## config.mk

```make
export PLATFORM = sky130hd
export DESIGN_NAME = if_fetch_ctrl_flat
export DESIGN_NICKNAME = d
export VERILOG_FILES = /design/src/rtl/mips_if_pkg.sv /design/src/rtl/if_fetch_ctrl_if.sv /design/src/rtl/fetch_fifo.sv /design/src/rtl/if_fetch_ctrl.sv /design/src/flat_wrapper.sv
export SDC_FILE = /design/constraint.sdc
export NUM_CORES = 1
export LEC_CHECK = 0
export ABC_CLOCK_PERIOD_IN_PS = 8300
export CAP_MARGIN = 15
export CORE_MARGIN = 5
export CORE_UTILIZATION = 49
export CTS_CLUSTER_SIZE = 30
export DETAILED_ROUTE_END_ITERATION = 10
export GPL_TIMING_DRIVEN = 1
export MAX_ROUTING_LAYER = met4
export PLACE_DENSITY_LB_ADDON = 0.1
export SYNTH_ARGS = -nofsm -noshare
export SYNTH_HDL_FRONTEND = slang
export SYNTH_SLANG_ARGS = --single-unit
export TNS_END_PERCENT = 50
```

## constraint.sdc

```tcl
create_clock -name clk -period 8.3 [get_ports clk]
set_clock_uncertainty 0.1 [all_clocks]
set_input_delay 1.245 -clock clk [delete_from_list [all_inputs] [get_ports clk]]
set_output_delay 1.245 -clock clk [all_outputs]
set_load 0.02 [all_outputs]
```

## src/rtl/mips_if_pkg.sv

```systemverilog
// Shared fetch-path types and default geometry for the MIPS instruction-fetch block.
package mips_if_pkg;

   localparam logic [31:0] PC_BASE  = 32'h0000_3000;
   localparam int          IM_WORDS = 1024;
   localparam int          FQ_DEPTH = 2;

   typedef enum logic {
      RUN   = 1'b0,
      FAULT = 1'b1
   } fetch_state_e;

   typedef struct packed {
      logic [31:0] pc;
      logic [31:0] inst;
   } fetch_entry_t;

endpackage

```

## src/rtl/if_fetch_ctrl_if.sv

```systemverilog
// Fetch-controller bus: IM address/data, redirect request and IF/ID head handshake.
interface if_fetch_ctrl_if;

   logic [31:0] im_addr;
   logic [31:0] im_data;
   logic        redirect_valid;
   logic [31:0] redirect_pc;
   logic        id_ready;
   logic        inst_valid;
   logic [31:0] inst;
   logic [31:0] inst_pc;
   logic        fault;

   modport master (
      output im_addr,
      input  im_data,
      input  redirect_valid,
      input  redirect_pc,
      input  id_ready,
      output inst_valid,
      output inst,
      output inst_pc,
      output fault
   );

   modport slave (
      input  im_addr,
      output im_data,
      output redirect_valid,
      output redirect_pc,
      output id_ready,
      input  inst_valid,
      input  inst,
      input  inst_pc,
      input  fault
   );

endinterface

```

## src/rtl/fetch_fifo.sv

```systemverilog
// Small power-of-two queue of fetched {pc, inst} entries; head reads as zero when empty.
module fetch_fifo
   import mips_if_pkg::*;
#(
   parameter int DEPTH = FQ_DEPTH
) (
   input  logic                     clk,
   input  logic                     rst_n,
   input  logic                     push_i,
   input  logic                     pop_i,
   input  logic                     flush_i,
   input  fetch_entry_t             wdata_i,
   output fetch_entry_t             head_o,
   output logic [$clog2(DEPTH):0]   count_o,
   output logic                     full_o
);

   localparam int             PW       = $clog2(DEPTH);
   localparam logic [PW:0]    FULL_CNT = DEPTH[PW:0];

   fetch_entry_t    mem_q [DEPTH];
   logic [PW-1:0]   rd_q, wr_q;
   logic [PW:0]     cnt_q;
   logic            empty;
   logic            do_pop, do_push;

   assign empty   = (cnt_q == '0);
   assign full_o  = (cnt_q == FULL_CNT);
   assign count_o = cnt_q;
   assign do_pop  = pop_i && !empty && !flush_i;
   assign do_push = push_i && (!full_o || do_pop) && !flush_i;
   assign head_o  = empty ? '0 : mem_q[rd_q];

   always_ff @(posedge clk or negedge rst_n) begin
      if (!rst_n) begin
         rd_q  <= '0;
         wr_q  <= '0;
         cnt_q <= '0;
      end else if (flush_i) begin
         rd_q  <= '0;
         wr_q  <= '0;
         cnt_q <= '0;
      end else begin
         if (do_push) wr_q <= wr_q + 1'b1;
         if (do_pop)  rd_q <= rd_q + 1'b1;
         case ({do_push, do_pop})
            2'b10:   cnt_q <= cnt_q + 1'b1;
            2'b01:   cnt_q <= cnt_q - 1'b1;
            default: cnt_q <= cnt_q;
         endcase
      end
   end

   // Storage needs no reset: the head is masked to zero while empty.
   always_ff @(posedge clk) begin
      if (do_push) mem_q[wr_q] <= wdata_i;
   end

endmodule

```

## src/rtl/if_fetch_ctrl.sv

```systemverilog
// Instruction-fetch controller: owns the PC, range-checks it, and queues fetched words for decode.
module if_fetch_ctrl
   import mips_if_pkg::*;
#(
   parameter logic [31:0] RESET_PC = PC_BASE,
   parameter int          IM_DEPTH = IM_WORDS,
   parameter int          QDEPTH   = FQ_DEPTH
) (
   input  logic              clk,
   input  logic              rst_n,
   if_fetch_ctrl_if.master   bus
);

   localparam logic [31:0] LAST_PC = RESET_PC + 32'(4 * (IM_DEPTH - 1));

   fetch_state_e                state_q, state_d;
   logic [31:0]                 pc_q, pc_d;
   logic                        pc_ok;
   logic                        fetch_en, push, pop;
   logic                        fault_o;
   logic                        q_full;
   logic [$clog2(QDEPTH):0]     q_cnt;
   fetch_entry_t                q_head, q_wdata;

   assign pc_ok = (pc_q[1:0] == 2'b00) && (pc_q >= RESET_PC) && (pc_q <= LAST_PC);

   always_ff @(posedge clk or negedge rst_n) begin
      if (!rst_n) state_q <= RUN;
      else        state_q <= state_d;
   end

   always_comb begin
      state_d = state_q;
      if (bus.redirect_valid)              state_d = RUN;
      else if (state_q == RUN && !pc_ok)   state_d = FAULT;
   end

   always_comb begin
      fetch_en = (state_q == RUN) && !bus.redirect_valid && pc_ok;
      fault_o  = (state_q == FAULT);
   end

   // A same-cycle pop frees the slot, so a full queue can still accept a fetch.
   assign pop  = bus.inst_valid && bus.id_ready && !bus.redirect_valid;
   assign push = fetch_en && (!q_full || pop);

   always_comb begin
      pc_d = pc_q;
      if (bus.redirect_valid) pc_d = bus.redirect_pc;
      else if (push)          pc_d = pc_q + 32'd4;
   end

   always_ff @(posedge clk or negedge rst_n) begin
      if (!rst_n) pc_q <= RESET_PC;
      else        pc_q <= pc_d;
   end

   assign q_wdata = '{pc: pc_q, inst: bus.im_data};

   fetch_fifo #(.DEPTH(QDEPTH)) u_fifo (
      .clk     (clk),
      .rst_n   (rst_n),
      .push_i  (push),
      .pop_i   (pop),
      .flush_i (bus.redirect_valid),
      .wdata_i (q_wdata),
      .head_o  (q_head),
      .count_o (q_cnt),
      .full_o  (q_full)
   );

   assign bus.im_addr    = pc_q;
   assign bus.inst_valid = (q_cnt != '0);
   assign bus.inst       = q_head.inst;
   assign bus.inst_pc    = q_head.pc;
   assign bus.fault      = fault_o;

endmodule

```

## src/flat_wrapper.sv

```systemverilog
// flat-port wrapper written by rule: the top's interface ports become plain ports
module if_fetch_ctrl_flat import mips_if_pkg::*;
#(
   parameter logic [31:0] RESET_PC = PC_BASE,
   parameter int          IM_DEPTH = IM_WORDS,
   parameter int          QDEPTH   = FQ_DEPTH
)
  (clk, rst_n, bus_im_addr, bus_im_data, bus_redirect_valid, bus_redirect_pc, bus_id_ready, bus_inst_valid, bus_inst, bus_inst_pc, bus_fault);
  if_fetch_ctrl_if bus_i ();
  input  logic clk;
  input  logic rst_n;
  output wire logic [$bits(bus_i.im_addr)-1:0] bus_im_addr;
  input wire logic [$bits(bus_i.im_data)-1:0] bus_im_data;
  input wire logic [$bits(bus_i.redirect_valid)-1:0] bus_redirect_valid;
  input wire logic [$bits(bus_i.redirect_pc)-1:0] bus_redirect_pc;
  input wire logic [$bits(bus_i.id_ready)-1:0] bus_id_ready;
  output wire logic [$bits(bus_i.inst_valid)-1:0] bus_inst_valid;
  output wire logic [$bits(bus_i.inst)-1:0] bus_inst;
  output wire logic [$bits(bus_i.inst_pc)-1:0] bus_inst_pc;
  output wire logic [$bits(bus_i.fault)-1:0] bus_fault;
  assign bus_im_addr = bus_i.im_addr;
  assign bus_i.im_data = bus_im_data;
  assign bus_i.redirect_valid = bus_redirect_valid;
  assign bus_i.redirect_pc = bus_redirect_pc;
  assign bus_i.id_ready = bus_id_ready;
  assign bus_inst_valid = bus_i.inst_valid;
  assign bus_inst = bus_i.inst;
  assign bus_inst_pc = bus_i.inst_pc;
  assign bus_fault = bus_i.fault;
  if_fetch_ctrl #(.RESET_PC(RESET_PC), .IM_DEPTH(IM_DEPTH), .QDEPTH(QDEPTH)) u_core (.clk(clk), .rst_n(rst_n), .bus(bus_i));
endmodule
```

* Yosys cells after proc, flatten, opt, wreduce, memory -nomap -nowiden
Memories as Yosys holds them, arrays and structs flattened. Index checks and enable logic that the tools add are counted.
Word-level totals: bits of input ports 68, memories 1, register bits after elaboration 37, bits in writable memories 128
Memory list:
- u_core.u_fifo.mem_q | words 2, width 64, read ports 1, clocked after memory_dff 0, wr ports 1, line fetch_fifo.sv:21 | fetch_entry_t mem_q [DEPTH];
Cells by class: bitwise gates (word level) 1, order comparisons 2, mux-type cells 13, reductions and logical operators 26, equal/unequal tests 3, add/sub/neg operators 5
Operator list (count):
- two-way mux 32 bit | 2
- two-way mux 64 bit | 1
- adder 32 x 3 -> 32 bit (second input constant) | 1
- greater-or-equal comparator 32 x 14 -> 1 bit (second input constant) | 1
- less-or-equal comparator 32 x 14 -> 1 bit (second input constant) | 1
- logical AND 1 bit | 12
- nonzero test 2 bit | 5
- two-way mux 1 bit | 8
- equality test 2 bit (second input constant) | 2
- logical NOT 1 bit | 4
- logical NOT 2 bit | 2
- one-hot mux 2 bit (2 select lines) | 1
- nonzero test 3 bit | 1
- adder 1 bit (second input constant) | 2
- adder 2 x 1 -> 2 bit (second input constant) | 1
- equality test 2 x 1 -> 1 bit (second input constant) | 1
- logical OR 1 bit | 2
- two-way mux 2 bit | 1
- subtractor 2 x 1 -> 2 bit (second input constant) | 1
- NOT 1 bit | 1

* Longest topological paths before layout
Gate-level depths: netlist of run 1.
word-level depth 11, depth in mapped cells 6

* Hierarchy
Synthesis of run 1 repeated with hierarchy kept, for this count alone.
Unflattened totals: cells, all modules 431, area total of the unflattened synthesis 6762.7 µm²
Modules (own cells, without submodules):
- fetch_fifo | area each 5049.8 µm², seq. area each 3943.8 µm², instances 1, cells each 295
- if_fetch_ctrl | area each 1712.9 µm², seq. area each 828.3 µm², instances 1, cells each 136

* Worst setup path after synthesis of run 1
Ideal clock, no wire load.
path kind input to register, from in bus_redirect_valid, to mem u_core.u_fifo.mem_q[1][0] (netlist bit), enable pin, stages on the path 3, path buffers 2, required time 7622 ps, slack 1252 ps, data arrival time 6370 ps, path through buf_1 clkbuf_1 nor3b_1
On the way: cells in the longest elaborated chain, start to end 9
RTL lines:
- start: declaration | line flat_wrapper.sv:14 | input wire logic [$bits(bus_i.redirect_valid)-1:0] bus_redirect_valid;
- logical NOT 1 bit *
- logical AND 1 bit | line if_fetch_ctrl.sv:44 | assign pop = bus.inst_valid && bus.id_ready && !bus.redirect_valid;
- logical AND 1 bit (2 in series) | line fetch_fifo.sv:30 | assign do_pop = pop_i && !empty && !flush_i;
- logical OR 1 bit | line fetch_fifo.sv:31 | assign do_push = push_i && (!full_o || do_pop) && !flush_i;
- logical AND 1 bit | line fetch_fifo.sv:31
- logical AND 1 bit * | line fetch_fifo.sv:31
- two-way mux 1 bit * | line fetch_fifo.sv:56 | if (do_push) mem_q[wr_q] <= wdata_i;
- two-way mux 1 bit (not written as such) * | line fetch_fifo.sv:56
- end: declaration | line fetch_fifo.sv:21
Every way passes the cells marked *; elsewhere a longest branch is shown, timed or not.

* Worst setup path after layout of run 1
from reg u_core.u_fifo.rd_q, to out bus_inst_pc[17]
On the way: cells in the longest elaborated chain, start to end 2
RTL lines:
- start: declaration | line fetch_fifo.sv:22 | logic [PW-1:0] rd_q, wr_q;
- start signal: assignment | line fetch_fifo.sv:45 | if (do_pop) rd_q <= rd_q + 1'b1;
- memory (2 x 64 bit)
- two-way mux 64 bit | line fetch_fifo.sv:32 | assign head_o = empty ? '0 : mem_q[rd_q];
- end: declaration | line flat_wrapper.sv:19 | output wire logic [$bits(bus_i.inst_pc)-1:0] bus_inst_pc;
No other way between the ends.

==> key figures, run 1 <==
Die
  • Die X: 127 µm
  • Row count: 42
  • Die area: 16100 µm²
  • Initial Util: 0.503
  • Core ar.: 13300 µm²
  • Die Span Y: 127 µm
  • Top Ports: 166

Placement
  • Final GP Congestion: 0.798
  • Port Buffers: 165
  • DP HPWL: 9.54 mm

STA
  • Slew Limit Fails: 0
  • Hold Vio Cnt, Final: 0
  • Min Hold Slack: 0.425 ns
  • Max Freq: 250 MHz
  • Final TNS setup: 0 ns
  • Slew @ Worst Pin: 1.16 ns
  • Final min period: 4.00 ns
  • Slew margin rel.: 0.226
  • Fin crit share: 0.482
  • Setup repair after global routing missed its margin: no
  • Final setup violation count: 0

Setup path
  • Arr. time, crit path: 2.65 ns
  • CP startpoint kind: flop
  • CP required: 6.95 ns
  • Critical Path Max Stage Delay: 1.19 ns
  • CP max-delay cell: dfrtp_4
  • CP Cell Sequence: mux2i_1 -> nor2_1 -> clkdlybuf4s50_1
  • CP Buf/Inv Count: 1
  • Worst Setup End Kind: output pin
  • Critical path class: flop to output pin
  • CP Max Fanout: 65
  • Cell family with most CP delay: flip-flops

Logic synthesis
  • Synthesized net count: 520
  • Yosys Warn Count: 0
  • Async SR Flop Fraction: 0.224
  • Synth Instances: 450
  • Number of flops mapped to enable cells by yosys: 128
  • Most common flop cell mapped by yosys: edfxtp_1
  • Count of state elements after synthesis: 165
  • Yosys cell types: 45
  • Post-synthesis instance area: 6690 µm²
  • Post-synthesis sequential area ratio: 0.714
  • Syn_area_per_cell: 14.9 µm²

Clocking
  • CTS tree: done
  • Clock Latency Late Sink: 0.41 ns
  • Clock buffer depth: 2
  • CTS Buf Count: 17
  • Hold buffers post-CTS: 0
  • H-tree levels: 4
  • CTS Root Cell: clkbuf_16
  • Post-CTS Resized: 0
  • Clock slew at reported path FFs: 0.06 ns
  • Sink Count: 165
  • Postcts setup bufs: 0

Routing
  • Met2 WL: 7.65 mm
  • Vias: 4338
  • Routed Antenna Nets: 0
  • WL final: 14.8 mm
  • Via/cell ratio: 5.42
  • Met3 wire length: 831 µm
  • Met1 WL: 6.07 mm
  • Number of remaining DRC errors: 0
  • Iter 0 DRT Violations: 354
  • Avg WL per Cell: 18.5 µm
  • DR pass1 iterations: 4
  • Max layer used: met4

Cells and area
  • Most frequent cells in the layout: 163 x clkdlybuf4s50_1, 128 x edfxtp_1, 77 x nor2_1
  • Layout cells sized above 1: 0.109
  • Area growth from synthesis to layout: 36.3%
  • FILL cells: 943
  • N_diodes: 0
  • Final nets: 682
  • Commonest non-fill, non-tap cell in the layout: clkdlybuf4s50_1

Global route
  • Grt ovf: 0
  • First-pass GRT wire length: 23.2 mm
  • Largest net degree at the start of global routing: 66
  • GRT Util Overall: 0.192
  • Initial antenna violation count: 0
  • Vias in the first global route: 4466

Hold path
  • Worst hold path type: flop to flop

Power and ir drop
  • IR drop worst, VDD: 0.000134 V
  • Pwr dens: 207 nW/µm²
  • Pleak: 0.00301 µW

Flow run
  • Max-Cap Viols: 0

Status
  • Status: completed
[cell usage after synthesis, types with 2 or more instances]
cell / count / area [µm²]
nor4_2: 4 / 50.1
or4_1: 6 / 45.0
o31ai_1: 5 / 37.5
mux2i_1: 64 / 641
dfstp_2: 2 / 52.6
nand4_1: 9 / 56.3
nor3_1: 3 / 15.0
nor2_1: 78 / 293
mux2_2: 19 / 214
clkbuf_1: 12 / 45.0
nand3_1: 7 / 35.0
nand2b_1: 2 / 12.5
inv_1: 8 / 30.0
o211ai_1: 3 / 22.5
and4_1: 4 / 35.0
nor4_1: 4 / 25.0
a31oi_1: 6 / 37.5
o21ai_0: 3 / 15.0
nand2_1: 5 / 18.8
ha_1: 2 / 25.0
o21ai_1: 2 / 10.0
buf_1: 5 / 18.8
buf_2: 9 / 45.0
edfxtp_1: 128 / 3840
dfrtp_1: 35 / 876
a21oi_1: 6 / 30.0
[power breakdown]
| part | internal (µW) | total [µW] | switching [µW] | leakage, µW |
|---|---|---|---|---|
| sequential | 913 | 943 | 29.9 | 0.00158 |
| clock | 511 | 815 | 305 | 0.000304 |
| combinational | 70.9 | 127 | 56.0 | 0.00112 |
| total | 1490 | 1880 | 391 | 0.00301 |
[kinds of logic (layout without fill, tap and decap cells)]
family,after synthesis,count (layout),synth area share
fa+ha+maj,2,2,0.00374
compound gates,34,34,0.0346
buf+inv,35,210,0.0213
simple gates,130,130,0.0973
mux,83,83,0.128
xor+xnor,1,1,0.00131
flops,165,165,0.714
[through the flow]
step,util,instance area (µm²),setup WS (ns),total power (µW),instances
global placement,0.639,8490,4.66,1080,769
floorplan,-,6690,1.25,1000,450
global route,0.685,9110,4.14,1950,801
finish,0.685,9110,4.30,1880,801
detailed placement,0.639,8490,4.59,1090,769
CTS,0.685,9110,4.25,1900,801
[per-layer routing]
metal | up-vias | track usage
li1 | 2022 | -
met1 | 2140 | 0.235
met2 | 153 | 0.315
met3 | 23 | 0.0437
met4 | 0 | 0.0662
met5 | - | -
[final timing paths]
path / slack [ns] / depth (start not counted) / end / startpoint
max: 4.30 / 3 / bus_inst_pc[17] / u_core.u_fifo.rd_q
min: 0.43 / 0 / u_core.u_fifo.mem_q[0][58] / u_core.bus.im_addr[26]
max reg2reg: 5.43 / 5 / u_core.u_fifo.mem_q[0][6] / u_core.bus.im_addr[19]
min reg2reg: 0.43 / 0 / u_core.u_fifo.mem_q[0][58] / u_core.bus.im_addr[26]
max in group asynchronous: 6.61 / 1 / u_core.u_fifo.rd_q / rst_n
min in group asynchronous: 0.85 / 1 / u_core.bus.im_addr[23] / rst_n
[registers in the layout, summed over array words and instances (netlist names)]
register	flops
u_core.u_fifo.wr_q	1
u_core.u_fifo.rd_q	1
u_core.bus.im_addr	32
u_core.u_fifo.count_o	2
u_core.u_fifo.mem_q	128
u_core.bus.fault	1
[layout make-up]
cell class	instances	area [µm²]	area share
clock buffer	19	443	0.0486
clock inverter	13	181	0.0199
inverter	9	33.8	0.00371
multi-input combinational	250	1790	0.196
sequential	165	4780	0.524
tap	176	220	0.0242
timing repair buffer	169	1670	0.183
Power figures use the tool's default switching activity.
==> inputs of run 2 (changes only) <==
Settings changed: ABC_CLOCK_PERIOD_IN_PS 8300 to 3500, CORE_UTILIZATION 49 to 44.
Clock period 8.3 ns to 3.5 ns, I/O delays scaled along.
==> key figures, run 2 (synthesized netlist as in run 1, its figures left out) <==
Clocking
  • CTS Buf Count: 17 (unchanged)
  • Postcts setup bufs: 0 (unchanged)
  • Clock slew at reported path FFs: 0.06 ns (about the same)
  • H-tree levels: 4 (unchanged)
  • Clock Latency Late Sink: 0.41 ns (about the same)
  • Clock buffer depth: 2 (unchanged)
  • CTS Root Cell: clkbuf_16
  • Sink Count: 165 (unchanged)
  • Post-CTS Resized: 0 (unchanged)
  • CTS tree: done
  • Hold buffers post-CTS: 0 (unchanged)

Cells and area
  • Most frequent cells in the layout: 163 x clkdlybuf4s50_1, 128 x edfxtp_1, 77 x nor2_1
  • Layout cells sized above 1: 0.114 (+0.00530)
  • Finished Layout Cells: 819 (+2.2%)
  • Biggest register: u_core.u_fifo.mem_q
  • Final nets: 689 (+1.0%)
  • Area growth from synthesis to layout: 37.5%
  • Max reg flops: 128 (unchanged)
  • N_diodes: 0 (unchanged)
  • Commonest non-fill, non-tap cell in the layout: clkdlybuf4s50_1
  • Fin area: 9190 µm² (+0.85%)
  • FILL cells: 1153 (+22%)

Placement
  • Pre-CTS setup slack: 0.715 ns (-3.88 ns)
  • DP HPWL: 10.6 mm (+11%)
  • Final GP Congestion: 0.868 (+8.8%)
  • Port Buffers: 165 (unchanged)
  • Cells after DPL: 788 (+2.5%)
  • Area post-placement: 8620 µm² (+1.6%)

Global route
  • Initial antenna violation count: 0 (unchanged)
  • Vias in the first global route: 4367 (-2.2%)
  • Grt ovf: 0 (unchanged)
  • First-pass GRT wire length: 24.3 mm (+4.5%)
  • Largest net degree at the start of global routing: 47 (-29%)
  • GRT Util Overall: 0.182 (-0.0101)

STA
  • Final min period: 3.05 ns
  • Max Freq: 328 MHz
  • Final TNS setup: 0 ns (unchanged)
  • Fin crit share: 0.870
  • Slew @ Worst Pin: 0.907 ns (-0.254 ns)
  • Hold Vio Cnt, Final: 0 (unchanged)
  • Min Hold Slack: 0.149 ns (-0.276 ns)
  • Setup repair after global routing missed its margin: no
  • Final worst setup slack: 0.455 ns (-3.85 ns)
  • Slew margin rel.: 0.396 (+0.170)
  • Slew Limit Fails: 0 (unchanged)
  • Final setup violation count: 0 (unchanged)

Setup path
  • CP Cell Sequence: buf_4 -> mux2i_1 -> nor2_1 -> clkdlybuf4s50_1
  • Reg-to-Reg End: u_core.u_fifo.mem_q[0][5]
  • Worst Setup End Kind: output pin
  • R2R Setup Slk: 0.91 ns (-4.52 ns)
  • Arr. time, crit path: 2.42 ns (-0.23 ns)
  • Critical R2R Launch: u_core.bus.im_addr[20]
  • CP Max Fanout: 28 (-57%)
  • CP max-delay cell: dfrtp_4
  • R2R cell count: 5 (unchanged)
  • Critical Path Max Stage Delay: 0.76 ns (-0.43 ns)
  • CP required: 2.87 ns (-4.08 ns)
  • Critical path class: flop to output pin
  • CP startpoint kind: flop

Routing
  • Routed Antenna Nets: 0 (unchanged)
  • Number of remaining DRC errors: 0 (unchanged)
  • DR pass1 iterations: 5 (+1)
  • WL final: 15.6 mm (+5.1%)
  • Avg WL per Cell: 19.0 µm (+2.8%)
  • Via/cell ratio: 5.31 (-2.0%)
  • Vias: 4345 (+0.16%)
  • Iter 0 DRT Violations: 314 (-11%)

Power and ir drop
  • IR drop worst, VDD: 0.000234 V (+74%)
  • Int Power: 3440 µW (+130%)
  • Sw Pwr: 902 µW (+130%)
  • Pwr dens: 473 nW/µm² (+130%)
  • Sequential share of power: 0.516 (+0.016)
  • Comb power frac: 0.071 (+0.004)
  • Clock share of power: 0.413 (-0.020)
  • Sw frac: 0.208 (+0.000454)
  • Pleak: 0.00304 µW (+0.89%)

Die
  • Die area: 17800 µm² (+10%)
  • Die X: 133 µm (+5.1%)
  • Die Span Y: 133 µm (+5.1%)
  • Core ar.: 15000 µm² (+13%)
  • Initial Util: 0.445 (-0.0581)
  • Row count: 45 (+7.1%)
  • Top Ports: 166 (unchanged)

Status
  • Status: completed

Flow run
  • Max-Cap Viols: 0 (unchanged)

Hold path
  • Worst hold path type: primary input to asynchronous set/reset pin
[run 2: worst max path at each step]
stage / startpoint / end / slack (ns) / depth (start not counted)
CTS: u_core.u_fifo.rd_q / bus_inst_pc[12] / 0.43 / 4
finish: u_core.u_fifo.rd_q / bus_inst_pc[12] / 0.45 / 4
global route: u_core.u_fifo.count_o[1] / bus_inst_pc[2] / 0.32 / 4
floorplan: u_core.bus.im_addr[16] / u_core.u_fifo.mem_q[1][0] / 0.003 / 5
detailed placement: bus_id_ready / u_core.u_fifo.mem_q[0][26] / 0.71 / 5
global placement: bus_id_ready / u_core.u_fifo.mem_q[0][26] / 0.76 / 5
[run 2: per-stage QoR]
stage                     utilization  total power (µW)
after global placement          0.574              2580
final                           0.611              4340
after global routing            0.611              4500
after floorplan                     -              2370
after CTS                       0.611              4390
after detailed placement        0.574              2590
[run 2: final cells by class]
type | instances | area (µm²) | share of cell area
Sequential cell | 165 | 4780 | 0.520
Inverter | 9 | 33.8 | 0.00368
Multi-Input combinational cell | 250 | 1810 | 0.197
Clock buffer | 19 | 433 | 0.0471
Clock inverter | 12 | 136 | 0.0148
Timing Repair Buffer | 176 | 1760 | 0.192
Tap cell | 188 | 235 | 0.0256
[run 2: critical path: cells and delay by family, from the launching register on]
family	cells	cell delay [ns]
AND/OR/NAND/NOR	1	0.06
buffers and inverters	2	0.89
multiplexers	1	0.28
flip-flops	1	0.76
[run 2: power by group through the flow]
stage	registers [µW]	logic, µW	clock network, µW
global placement	2280	307	0
finish	2240	308	1790
floorplan	2300	74.8	0
detailed placement	2280	310	0
CTS	2240	312	1830
global route	2250	327	1930
[run 2: layer usage]
layer / vias to the layer above / GRT usage / wire length, µm
li1: 2028 / - / -
met1: 2148 / 0.239 / 6960
met2: 157 / 0.283 / 7680
met3: 12 / 0.0442 / 793
met4: 0 / 0.0520 / 169
met5: - / - / 0
==> variant: new RTL, flow settings as in run 1 <==
The package constant `FQ_DEPTH` goes from 2 to 4.
--- a/src/rtl/mips_if_pkg.sv
+++ b/src/rtl/mips_if_pkg.sv
@@ -4,5 +4,5 @@
    localparam logic [31:0] PC_BASE  = 32'h0000_3000;
    localparam int          IM_WORDS = 1024;
-   localparam int          FQ_DEPTH = 2;
+   localparam int          FQ_DEPTH = 4;
 
    typedef enum logic {
Function: changed (a bounded check fails within 4 cycles, from zero or initial values and one cycle with rst_n low).
==> variant against run 1 <==
  * Synthesized area rose by 74%
  * Cell count rose by 37%
  * Worst setup slack worse by 0.82 ns
  * Final area increased by 60%
  * Total power up 94%
  * Maximum frequency down 17%
  * Sequential cell count grew 131
  * Non-clock buffer count is 2 higher
  * Wire length increased by 60%
  * Critical path type unchanged
  * Critical endpoint is now bus_inst_pc[30]
  * Highest routed layer unchanged
==> variant: results (changes against run 1) <==
CP max stage delay 0.83 ns (was 1.19 ns); Total GRT Usage 0.1839 (was 0.1917); vias per cell 5.491 (was 5.416); Bufs on Longest Clock Path 3 (was 2); worst-skew pair later-pin latency 0.53 ns (was 0.41 ns); number of gates resized after CTS 0 (unchanged); vias in the first global route 6553 (was 4466); largest reg by FF count u_core.u_fifo.mem_q (unchanged); Seq/Total Area, Yosys 0.7462 (was 0.7138); via count 6029 (was 4338); clk root buf clkbuf_16 (unchanged); Post-synth EDFFs 256 (was 128); drt total wl 23680 um (was 14830 um); synth cell count leaders edfxtp_1, and2_1, mux4_2, dfrtp_1, mux2_2 (was edfxtp_1, nor2_1, mux2i_1, dfrtp_1, mux2_2); DPL Wire Length 13610 um (was 9535 um); Hold Crit Class register to register (unchanged); Place WS 3.691 ns (was 4.595 ns); first-pass GRT wire length 37080 um (was 23240 um); leakage power 4.794 nW (was 3.008 nW); CP top delay family buffers and inverters (was flip-flops); VDD IR max 0.1327 mV (was 0.1343 mV); RD Place Congestion 0.7776 (was 0.7978); pin count of the biggest net entering global routing 68 (was 66); setup bufs post-CTS 0 (unchanged); syn_nets 660 (was 520); Final nets 833 (was 682); synth warn 0 (unchanged); placed cell count 1045 (was 769); Cell variety after synth 45 (unchanged); top post-synthesis cells by area edfxtp_1, mux4_2, dfrtp_1, and2_1, mux2_2 (was edfxtp_1, dfrtp_1, mux2i_1, nor2_1, mux2_2); average cell area after synthesis 19.91 um^2 (was 14.86 um^2); Int Pwr 2.734 mW (was 1.494 mW); Post-synth ARST share 0.1351 (was 0.2242); run status finished, final reports clean (unchanged); CP arrival 3.47 ns (was 2.65 ns); H-tree depth 1 (was 4); antenna violations before repair 0 (unchanged); Least-Margin Pin Slew 1.034 ns (was 1.161 ns); Worst path slowest cell buf_4 (was dfrtp_4); # diodes 0 (unchanged); I/O Buffers 165 (unchanged); layout cells sized above 1 0.1951 (was 0.1088); number of DRC markers in iteration 0 348 (was 354); Worst Path Max Fanout 47 (was 65); max reg flops 256 (was 128); clk slew on worst S/H paths 0.06 ns (about the same); Num CTS Buffers 29 (was 17); area of placed instances 0.01364 mm^2 (was 0.008489 mm^2)
==> variant: changes by cell type in the layout (fill, tap and decap cells not counted), sizes merged, moves of 17 or more <==
cell           run 1  this run
edfxtp           128       256
nor2              78        12
and2               0        64
mux4               0        64
mux2i             64         4
clkbuf            19        36
==> variant: cells by family after synthesis <==
kind of cell / after synthesis / share of synthesized area
buf+inv: 47 / 0.01676
compound gates: 34 / 0.02235
fa+ha+maj: 7 / 0.008165
simple gates: 109 / 0.05673
flops: 296 / 0.7462
xor+xnor: 3 / 0.002257
mux: 89 / 0.1475
==> variant: area by class of cell <==
type,instances,area (um^2)
timing repair buffer,171,1699
inverter,18,67.56
sequential,296,8698
clock buffer,36,772.0
clock inverter,16,126.4
fill,1700,8919
tap,319,399.1
multi-input combinational,242,2791
==> variant: worst paths after layout <==
path                       slack (ns)                                   end  cells after the start                               start
max in group asynchronous        6.61     u_core.u_fifo.rd_q[1]$_DFFE_PN0P_                      1                               rst_n
setup reg to reg                 4.52  u_core.u_fifo.mem_q[1][42]$_DFFE_PP_                      5  u_core.bus.im_addr[20]$_DFFE_PN0N_
hold reg to reg                  0.45     u_core.u_fifo.wr_q[0]$_DFFE_PN0P_                      1   u_core.u_fifo.wr_q[0]$_DFFE_PN0P_
hold / removal                   0.45     u_core.u_fifo.wr_q[0]$_DFFE_PN0P_                      1   u_core.u_fifo.wr_q[0]$_DFFE_PN0P_
setup / recovery                 3.48                       bus_inst_pc[30]                      4   u_core.u_fifo.rd_q[0]$_DFFE_PN0P_
min in group asynchronous        0.78     u_core.bus.im_addr[7]$_DFFE_PN0N_                      1                               rst_n
==> variant: layer usage <==
layer  global-route usage  vias to the layer above  part of all wire
li1                     -                     2662                 -
met1               0.2517                     3121              0.43
met2               0.2945                      208              0.49
met3              0.02911                       38             0.059
met4              0.04575                        0             0.017
met5                    -                        -                 0
==> variant: worst register-to-register path, stage by stage (launching register included) <==
cell,delay [ns]
dfrtp_1,0.45
nor4_2,0.48
nand4_2,0.31
or3_1,0.71
nor2_4,0.65
buf_4,0.67
==> variant: power by group through the flow <==
stage / logic [mW] / registers [mW] / clock network (mW)
after floorplan: 0.399 / 1.72 / 0
after global placement: 0.720 / 1.73 / 0
after detailed placement: 0.726 / 1.74 / 0
after CTS: 0.729 / 1.70 / 1.27
after global routing: 0.774 / 1.71 / 1.33
final: 0.722 / 1.70 / 1.23
